[config.mk]
export PLATFORM = sky130hd
export DESIGN_NAME = lcd_reader_flat
export DESIGN_NICKNAME = d
export VERILOG_FILES = /design/src/rtl/lcd_reader_if.sv /design/src/rtl/lcd_reader.sv /design/src/flat_wrapper.sv
export SDC_FILE = /design/constraint.sdc
export NUM_CORES = 1
export LEC_CHECK = 0
export CAP_MARGIN = 5
export CORE_AREA = 10 10 72 74
export CTS_CLUSTER_DIAMETER = 50
export DETAILED_ROUTE_END_ITERATION = 12
export DIE_AREA = 0 0 82 84
export DONT_BUFFER_PORTS = 1
export GPL_TIMING_DRIVEN = 0
export PLACE_DENSITY_LB_ADDON = 0.08
export SYNTH_ARGS = -nofsm -noshare
export SYNTH_HDL_FRONTEND = slang
export SYNTH_SLANG_ARGS = --single-unit
[constraint.sdc]
create_clock -name clk -period 2.48 [get_ports clk]
set_input_delay 0.372 -clock clk [delete_from_list [all_inputs] [get_ports clk]]
set_output_delay 0.372 -clock clk [all_outputs]
set_load 0.005 [all_outputs]
[src/rtl/lcd_reader_if.sv]
// Handshake and pad-side signal bundle for the LCD read engine.
// master = controller/testbench side, slave = lcd_reader.
interface lcd_reader_if;
  logic       start;
  logic       rs_in;
  logic       poll_in;
  logic [3:0] sf_d_in;
  logic       lcd_rs;
  logic       lcd_rw;
  logic       lcd_e;
  logic [7:0] data_out;
  logic       data_valid;
  logic       timeout;
  logic       ready;

  modport master (
    output start, rs_in, poll_in, sf_d_in,
    input  lcd_rs, lcd_rw, lcd_e, data_out, data_valid, timeout, ready
  );

  modport slave (
    input  start, rs_in, poll_in, sf_d_in,
    output lcd_rs, lcd_rw, lcd_e, data_out, data_valid, timeout, ready
  );
endinterface

[src/rtl/lcd_reader.sv]
// Spartan-3E character LCD 4-bit read engine: two E-strobed nibble reads per byte,
// with optional busy-flag polling bounded by MAX_POLLS.
module lcd_reader #(
  parameter int unsigned T_AS      = 2,
  parameter int unsigned T_EH      = 12,
  parameter int unsigned T_GAP     = 50,
  parameter int unsigned T_HOLD    = 2,
  parameter int unsigned MAX_POLLS = 255
) (
  input logic         clk,
  input logic         rst_n,
  lcd_reader_if.slave bus
);

  typedef enum logic [2:0] {IDLE, SETUP, E1, GAP, E2, HOLD, RETRY, DONE} state_t;

  localparam logic [7:0] AS_L   = 8'(T_AS - 1);
  localparam logic [7:0] EH_L   = 8'(T_EH - 1);
  localparam logic [7:0] GAP_L  = 8'(T_GAP - 1);
  localparam logic [7:0] HOLD_L = 8'(T_HOLD - 1);
  localparam logic [8:0] MAXP   = 9'(MAX_POLLS);

  state_t     state;
  logic [7:0] cnt;
  logic [7:0] poll_cnt;
  logic       poll_q;
  logic [7:0] byte_q;
  logic       to_q;

  // This block only ever reads, so the pad drivers stay off for its whole life.
  assign bus.lcd_rw = 1'b1;

  always_ff @(posedge clk or negedge rst_n) begin
    if (!rst_n) begin
      state          <= IDLE;
      cnt            <= '0;
      poll_cnt       <= '0;
      poll_q         <= 1'b0;
      byte_q         <= '0;
      to_q           <= 1'b0;
      bus.lcd_e      <= 1'b0;
      bus.lcd_rs     <= 1'b0;
      bus.data_out   <= '0;
      bus.data_valid <= 1'b0;
      bus.timeout    <= 1'b0;
      bus.ready      <= 1'b1;
    end else begin
      bus.data_valid <= 1'b0;
      case (state)
        IDLE: if (bus.start) begin
          bus.lcd_rs <= bus.rs_in & ~bus.poll_in;
          poll_q     <= bus.poll_in;
          poll_cnt   <= '0;
          cnt        <= '0;
          bus.ready  <= 1'b0;
          state      <= SETUP;
        end
        SETUP: if (cnt == AS_L) begin
          cnt       <= '0;
          bus.lcd_e <= 1'b1;
          state     <= E1;
        end else cnt <= cnt + 8'd1;
        E1: if (cnt == EH_L) begin
          byte_q[7:4] <= bus.sf_d_in;
          cnt         <= '0;
          bus.lcd_e   <= 1'b0;
          state       <= GAP;
        end else cnt <= cnt + 8'd1;
        GAP: if (cnt == GAP_L) begin
          cnt       <= '0;
          bus.lcd_e <= 1'b1;
          state     <= E2;
        end else cnt <= cnt + 8'd1;
        E2: if (cnt == EH_L) begin
          byte_q[3:0] <= bus.sf_d_in;
          cnt         <= '0;
          bus.lcd_e   <= 1'b0;
          state       <= HOLD;
        end else cnt <= cnt + 8'd1;
        HOLD: if (cnt == HOLD_L) begin
          cnt <= '0;
          // BF still set: retry unless this read used up the poll budget.
          if (poll_q && byte_q[7] && (({1'b0, poll_cnt} + 9'd1) < MAXP)) begin
            poll_cnt <= poll_cnt + 8'd1;
            state    <= RETRY;
          end else begin
            to_q       <= poll_q & byte_q[7];
            bus.lcd_rs <= 1'b0;
            state      <= DONE;
          end
        end else cnt <= cnt + 8'd1;
        RETRY: if (cnt == GAP_L) begin
          cnt   <= '0;
          state <= SETUP;
        end else cnt <= cnt + 8'd1;
        DONE: begin
          bus.data_out   <= byte_q;
          bus.data_valid <= 1'b1;
          bus.timeout    <= to_q;
          bus.ready      <= 1'b1;
          state          <= IDLE;
        end
        default: state <= IDLE;
      endcase
    end
  end

endmodule

[src/flat_wrapper.sv]
// flat-port wrapper written by rule: the top's interface ports become plain ports
module lcd_reader_flat 
#(
  parameter int unsigned T_AS      = 2,
  parameter int unsigned T_EH      = 12,
  parameter int unsigned T_GAP     = 50,
  parameter int unsigned T_HOLD    = 2,
  parameter int unsigned MAX_POLLS = 255
)
  (clk, rst_n, bus_start, bus_rs_in, bus_poll_in, bus_sf_d_in, bus_lcd_rs, bus_lcd_rw, bus_lcd_e, bus_data_out, bus_data_valid, bus_timeout, bus_ready);
  lcd_reader_if bus_i ();
  input logic clk;
  input logic rst_n;
  input wire logic [$bits(bus_i.start)-1:0] bus_start;
  input wire logic [$bits(bus_i.rs_in)-1:0] bus_rs_in;
  input wire logic [$bits(bus_i.poll_in)-1:0] bus_poll_in;
  input wire logic [$bits(bus_i.sf_d_in)-1:0] bus_sf_d_in;
  output wire logic [$bits(bus_i.lcd_rs)-1:0] bus_lcd_rs;
  output wire logic [$bits(bus_i.lcd_rw)-1:0] bus_lcd_rw;
  output wire logic [$bits(bus_i.lcd_e)-1:0] bus_lcd_e;
  output wire logic [$bits(bus_i.data_out)-1:0] bus_data_out;
  output wire logic [$bits(bus_i.data_valid)-1:0] bus_data_valid;
  output wire logic [$bits(bus_i.timeout)-1:0] bus_timeout;
  output wire logic [$bits(bus_i.ready)-1:0] bus_ready;
  assign bus_i.start = bus_start;
  assign bus_i.rs_in = bus_rs_in;
  assign bus_i.poll_in = bus_poll_in;
  assign bus_i.sf_d_in = bus_sf_d_in;
  assign bus_lcd_rs = bus_i.lcd_rs;
  assign bus_lcd_rw = bus_i.lcd_rw;
  assign bus_lcd_e = bus_i.lcd_e;
  assign bus_data_out = bus_i.data_out;
  assign bus_data_valid = bus_i.data_valid;
  assign bus_timeout = bus_i.timeout;
  assign bus_ready = bus_i.ready;
  lcd_reader #(.T_AS(T_AS), .T_EH(T_EH), .T_GAP(T_GAP), .T_HOLD(T_HOLD), .MAX_POLLS(MAX_POLLS)) u_core (.clk(clk), .rst_n(rst_n), .bus(bus_i));
endmodule
Word level (Yosys, flattened, before mapping)
Index checks and enable logic that the tools add are counted.

cells by class
  add/subtract/negate cells = 3
  multipliers = 0
  divide/modulo/power cells = 0
  order comparisons = 1
  equality and inequality tests = 20
  shift-type cells = 0
  mux-type cells = 28
  bitwise logic cells = 4
  reduce and logical (&&, ||, !) cells = 20

operator list
  cell                 number
  $mux 8               6
  $pmux 8 s4           1
  $pmux 3 s8           1
  $mux 3               7
  $add 8x1->8 const B  2
  $ne 2x1->1 const B   8
  $pmux 8 s2           1
  $eq 3x3->1 const B   4
  $reduce_and 4->1     3
  $reduce_and 2->1     5
  $add 8x1->9 const B  1
  $lt 9x8->1 const B   1
  $mux 1               9
  $eq 8x1->1 const B   1
  $eq 8x4->1 const B   1
  $eq 8x6->1 const B   1
  $reduce_and 7->1     1
  $eq 3x2->1 const B   2
  $reduce_or 2->1      3
  $ne 2x2->1 const B   2
  $pmux 1 s2           2
  $reduce_bool 2->1    2
  $reduce_bool 4->1    1
  $eq 3x1->1 const B   1
  other kinds (7)      10

storage, ports and cells
  bits in registers = 42
  latch bits = 0
  bits in writable memories = 0
  ROM bits = 0
  bits of input ports = 9
  output and inout bits = 14
  logic and storage cells = 89
  memories = 0

Longest topological paths before layout
  depth in word-level cells = 6
  mapped depth = 8

Worst setup path after synthesis
No wires, ideal clock.

  path type = flip-flop to flip-flop
  from = reg u_core.cnt[2]
  to = reg u_core.byte_q[4]
  data arrival time = 1,958 ps
  data required time = 2,355 ps
  path slack = 397 ps
  stages on the path, launching flop included = 5
  path buffers = 0
  clock period less this slack = 2,083 ps
  path through = dfrtp_1 or3_4 or3_4 nor3_1 mux2_2

on the way
  cells in the longest elaborated chain, start to end = 2

ends and longest elaborated chain
  element                     RTL line          text
  from (decl)                 lcd_reader.sv:24  logic [7:0] cnt;
  from (signal assigned)      lcd_reader.sv:62  end else cnt <= cnt + 8'd1;
  from (signal assigned)      lcd_reader.sv:68  end else cnt <= cnt + 8'd1;
  from (signal assigned)      lcd_reader.sv:73  end else cnt <= cnt + 8'd1;
  $eq 8x4->1                  lcd_reader.sv:63  E1: if (cnt == EH_L) begin
  $reduce_and 2->1 (no line)  n/a
  to (signal assigned)        lcd_reader.sv:64  byte_q[7:4] <= bus.sf_d_in;
  to (decl)                   lcd_reader.sv:27  logic [7:0] byte_q;

No other way between the ends.
A chain may end at the register's enable or synchronous reset.

Final worst setup path
  from = reg u_core.cnt[2]
  to = reg u_core.cnt[7]

on the way
  cells in the longest elaborated chain, start to end = 3

ends and longest elaborated chain
  element                                    RTL line          text
  $add 8x1->8, or another cell as far along  n/a
  $mux 8, on equally long branches           n/a
  $pmux 8 s4 (*)                             lcd_reader.sv:49  case (state)

Mark *: on every way between the ends. The rest lies on a longest branch, timed or not.

==> out/metrics.cfg <==
[run_status]
outcome=completed

[die]
io_pins=23
die_area_mm2=0.00689
die_h_um=84
floorplan.rows=23
core_area_mm2=0.00386
die_w_um=82
start_util_pct=57.1

[layout]
regArea_mm2=0.00105
drive_gt1_share_pct=17.5
fill_cells=332
final_nets=239
antenna_cells=0
multi_input_area_mm2=0.00110
area_growth_pct=8.92

[timing]
rsz0062_at_grt=false
setup_viol=0
period_share_pct=92.9
slew_headroom_pct=36.4
tns_ns=0
fin_ws_ns=0.175
worst_slew_pin_slew_ns=0.945
slew_viol_final=0
hold_viol=0
clock_skew_ns=0.0110
min_period_ns=2.30
timing.fmax_mhz=434

[routing]
drc=0
wl_per_cell_um=17.1
wirelength_um=4760
drt_iter0_markers=216
vias=1748
viasPerCell=6.29
drt_first_pass_iters=4
wl_met3_um=277
met1_length_um=2140
highest_layer=met4
final_antenna_net_count=0
dr_wl_met2_um=2290

[critical_path]
crit_type=reg2reg
crit_required_ns=2.66
slowest_stage=dfrtp_1
cp_common_cell=or3_4
endpoint_kind=flop
arrival_ns=2.49
critical_path.startpoint_type=flop
worstPathCellList=or3_4, or3_4, a211oi_4, nor2_2, a311o_1
critPathMaxFanout=8
cpPeakStageDelay_ns=0.47

[clock_tree]
post_cts_buffers=0
numCtsBuffers=5
cts_tree=yes
cts_root_buffer=clkbuf_8
clk_pin_slew_ns=0.09
insertion_delay_ns=0.30
htreeDepth=2
clock_path_buffers=2
clock_sinks=42

[grt]
grt_max_degree=43
grt_pass1_wl_um=8140
overflow=0
grt_use_total_pct=14.3
first_global_vias=1703
antenna_found_initial=0

[power]
p_per_area_mw_per_mm2=795
irDropWorstVdd_mv=0.404
p_leak_nw=1.05

[yosys]
ys_seq_elements=42
synth_area_mm2=0.00220
synth-async-reset-ratio_pct=100
ys_types=51
synth_sequential_area_ratio_pct=47.8
synth_top_area_share_pct=46.6
synth.area.top_cells=dfrtp_1 47%, mux2_2 9.2%, nand3_1 3.9%
synth_edf_count=0
yosysTopAreaCell=dfrtp_1
yosysMostFrequentCell=dfrtp_1
yosys-top-cells-count=41 x dfrtp_1, 19 x nand2_1, 18 x mux2_2, 17 x nand3_1, 15 x o21ai_0
syn_nets=230
synth_flop_cell=dfrtp_1
synth_cells=218
yosys_warnings=0
avgSynthCellArea_um2=10.1

[worst_hold_path]
holdCritPathClass=in2reg

[place]
globalplace.congestion=0.944
port_buffers=0
hpwl_um=3330
preCtsSetupSlack_ns=0.110

[run]
maxCapViolations=0

-- report_power, final --
group          internal, mW  switching [mW]  total (mW)
clock                 0.202           0.262       0.463
combinational         0.222           0.343       0.565
sequential            0.792          0.0874       0.879
total                  1.22           0.692        1.91
-- logic make-up after synthesis --
| group | Yosys count | synth area share [%] |
|---|---|---|
| XOR/XNOR | 1 | 0.398 |
| other | 1 | 0.170 |
| flip-flops | 42 | 47.8 |
| AO/OA/AOI/OAI | 51 | 15.9 |
| adder cells (fa/ha/maj) | 3 | 1.70 |
| AND/OR/NAND/NOR | 84 | 21.0 |
| multiplexers | 20 | 10.1 |
| buffers and inverters | 16 | 2.95 |
-- per-stage QoR --
stage | instances | utilization (%) | power, mW | hold slack, ns | cell area [µm²]
detailed placement | 268 | 58.7 | 1.43 | 0.0778 | 2260
global route | 278 | 62.2 | 2.03 | 0.201 | 2400
finish | 278 | 62.2 | 1.91 | 0.217 | 2400
global placement | 268 | 58.7 | 1.40 | 0.0777 | 2260
CTS | 278 | 61.9 | 1.91 | 0.211 | 2390
floorplan | 218 | - | 1.30 | 0.0764 | 2200
-- path summary, 6_finish.rpt --
kind                                              startpoint                         endpoint  slack (ns)  cells after the start
min in group asynchronous                              rst_n  u_core.bus.data_valid$_DFF_PN0_        0.54                      2
worst max-delay path               u_core.cnt[2]$_DFFE_PN0P_        u_core.cnt[7]$_DFFE_PN0P_        0.18                      5
max in group asynchronous                              rst_n     u_core.bus.ready$_DFFE_PN1P_        1.69                      2
worst max register to register     u_core.cnt[2]$_DFFE_PN0P_        u_core.cnt[7]$_DFFE_PN0P_        0.18                      5
worst min register to register  u_core.bus.ready$_DFFE_PN1P_     u_core.bus.ready$_DFFE_PN1P_        0.48                      2
worst min-delay path                          bus_sf_d_in[0]     u_core.byte_q[0]$_DFFE_PN0P_        0.22                      1
-- layer usage --
layer / GRT usage (%) / up-vias
met2: 22.5 / 41
li1: - / 827
met5: 0 / -
met4: 3.41 / 0
met1: 18.5 / 874
met3: 4.42 / 6
-- flip-flops by register name (all words and copies together) (netlist names) --
| register | cells |
|---|---|
| u_core.bus.ready | 1 |
| u_core.cnt | 8 |
| u_core.bus.lcd_rs | 1 |
| u_core.poll_q | 1 |
| u_core.bus.lcd_e | 1 |
| u_core.to_q | 1 |
| u_core.poll_cnt | 8 |
| u_core.byte_q | 8 |
| u_core.bus.timeout | 1 |
| u_core.bus.data_valid | 1 |
| u_core.state | 3 |
| u_core.bus.data_out | 8 |
-- cell type report --
class	count	share of cell area (%)
multi-input cells	160	45.7
flip-flops and latches	42	43.9
clock buffers	5	2.87
well taps	50	2.61
plain buffers	9	1.62
repair buffers	2	1.25
inverters	7	1.10
clock inverters	3	0.991
-- critical path: cells and delay by family (launching register included) --
| kind | cells | cell delay (ns) |
|---|---|---|
| AO/OA/AOI/OAI | 2 | 0.73 |
| flip-flops | 1 | 0.47 |
| AND/OR/NAND/NOR | 3 | 0.99 |
-- what timing repair did --
item / in CTS / in global routing
resized for setup: 0 / 2
endpoints found under the setup margin: 0 / 5
hold endpoints to repair: 42 / 0
hold buffers: 2 / 0
-- layout by cell type (no fill, tap or decap), types with 2 or more instances in the layout --
cell / n
nand4_1: 2
a21oi_1: 8
nor2b_1: 2
mux2_2: 18
nand3_1: 17
mux2i_1: 2
nor2_1: 10
o211ai_1: 5
o21ai_0: 15
and3_1: 6
a221o_1: 3
nand3b_1: 2
a21o_1: 2
clkbuf_1: 7
o22ai_1: 2
a31oi_1: 2
ha_1: 3
or4_1: 3
clkinvlp_4: 2
and2_1: 3
clkbuf_8: 5
inv_1: 7
nand2_1: 19
nor3_1: 5
dfrtp_1: 41
or2_2: 2
a211oi_1: 2
a311oi_1: 2
or3_4: 2
(Power assumes the default switching activity.)
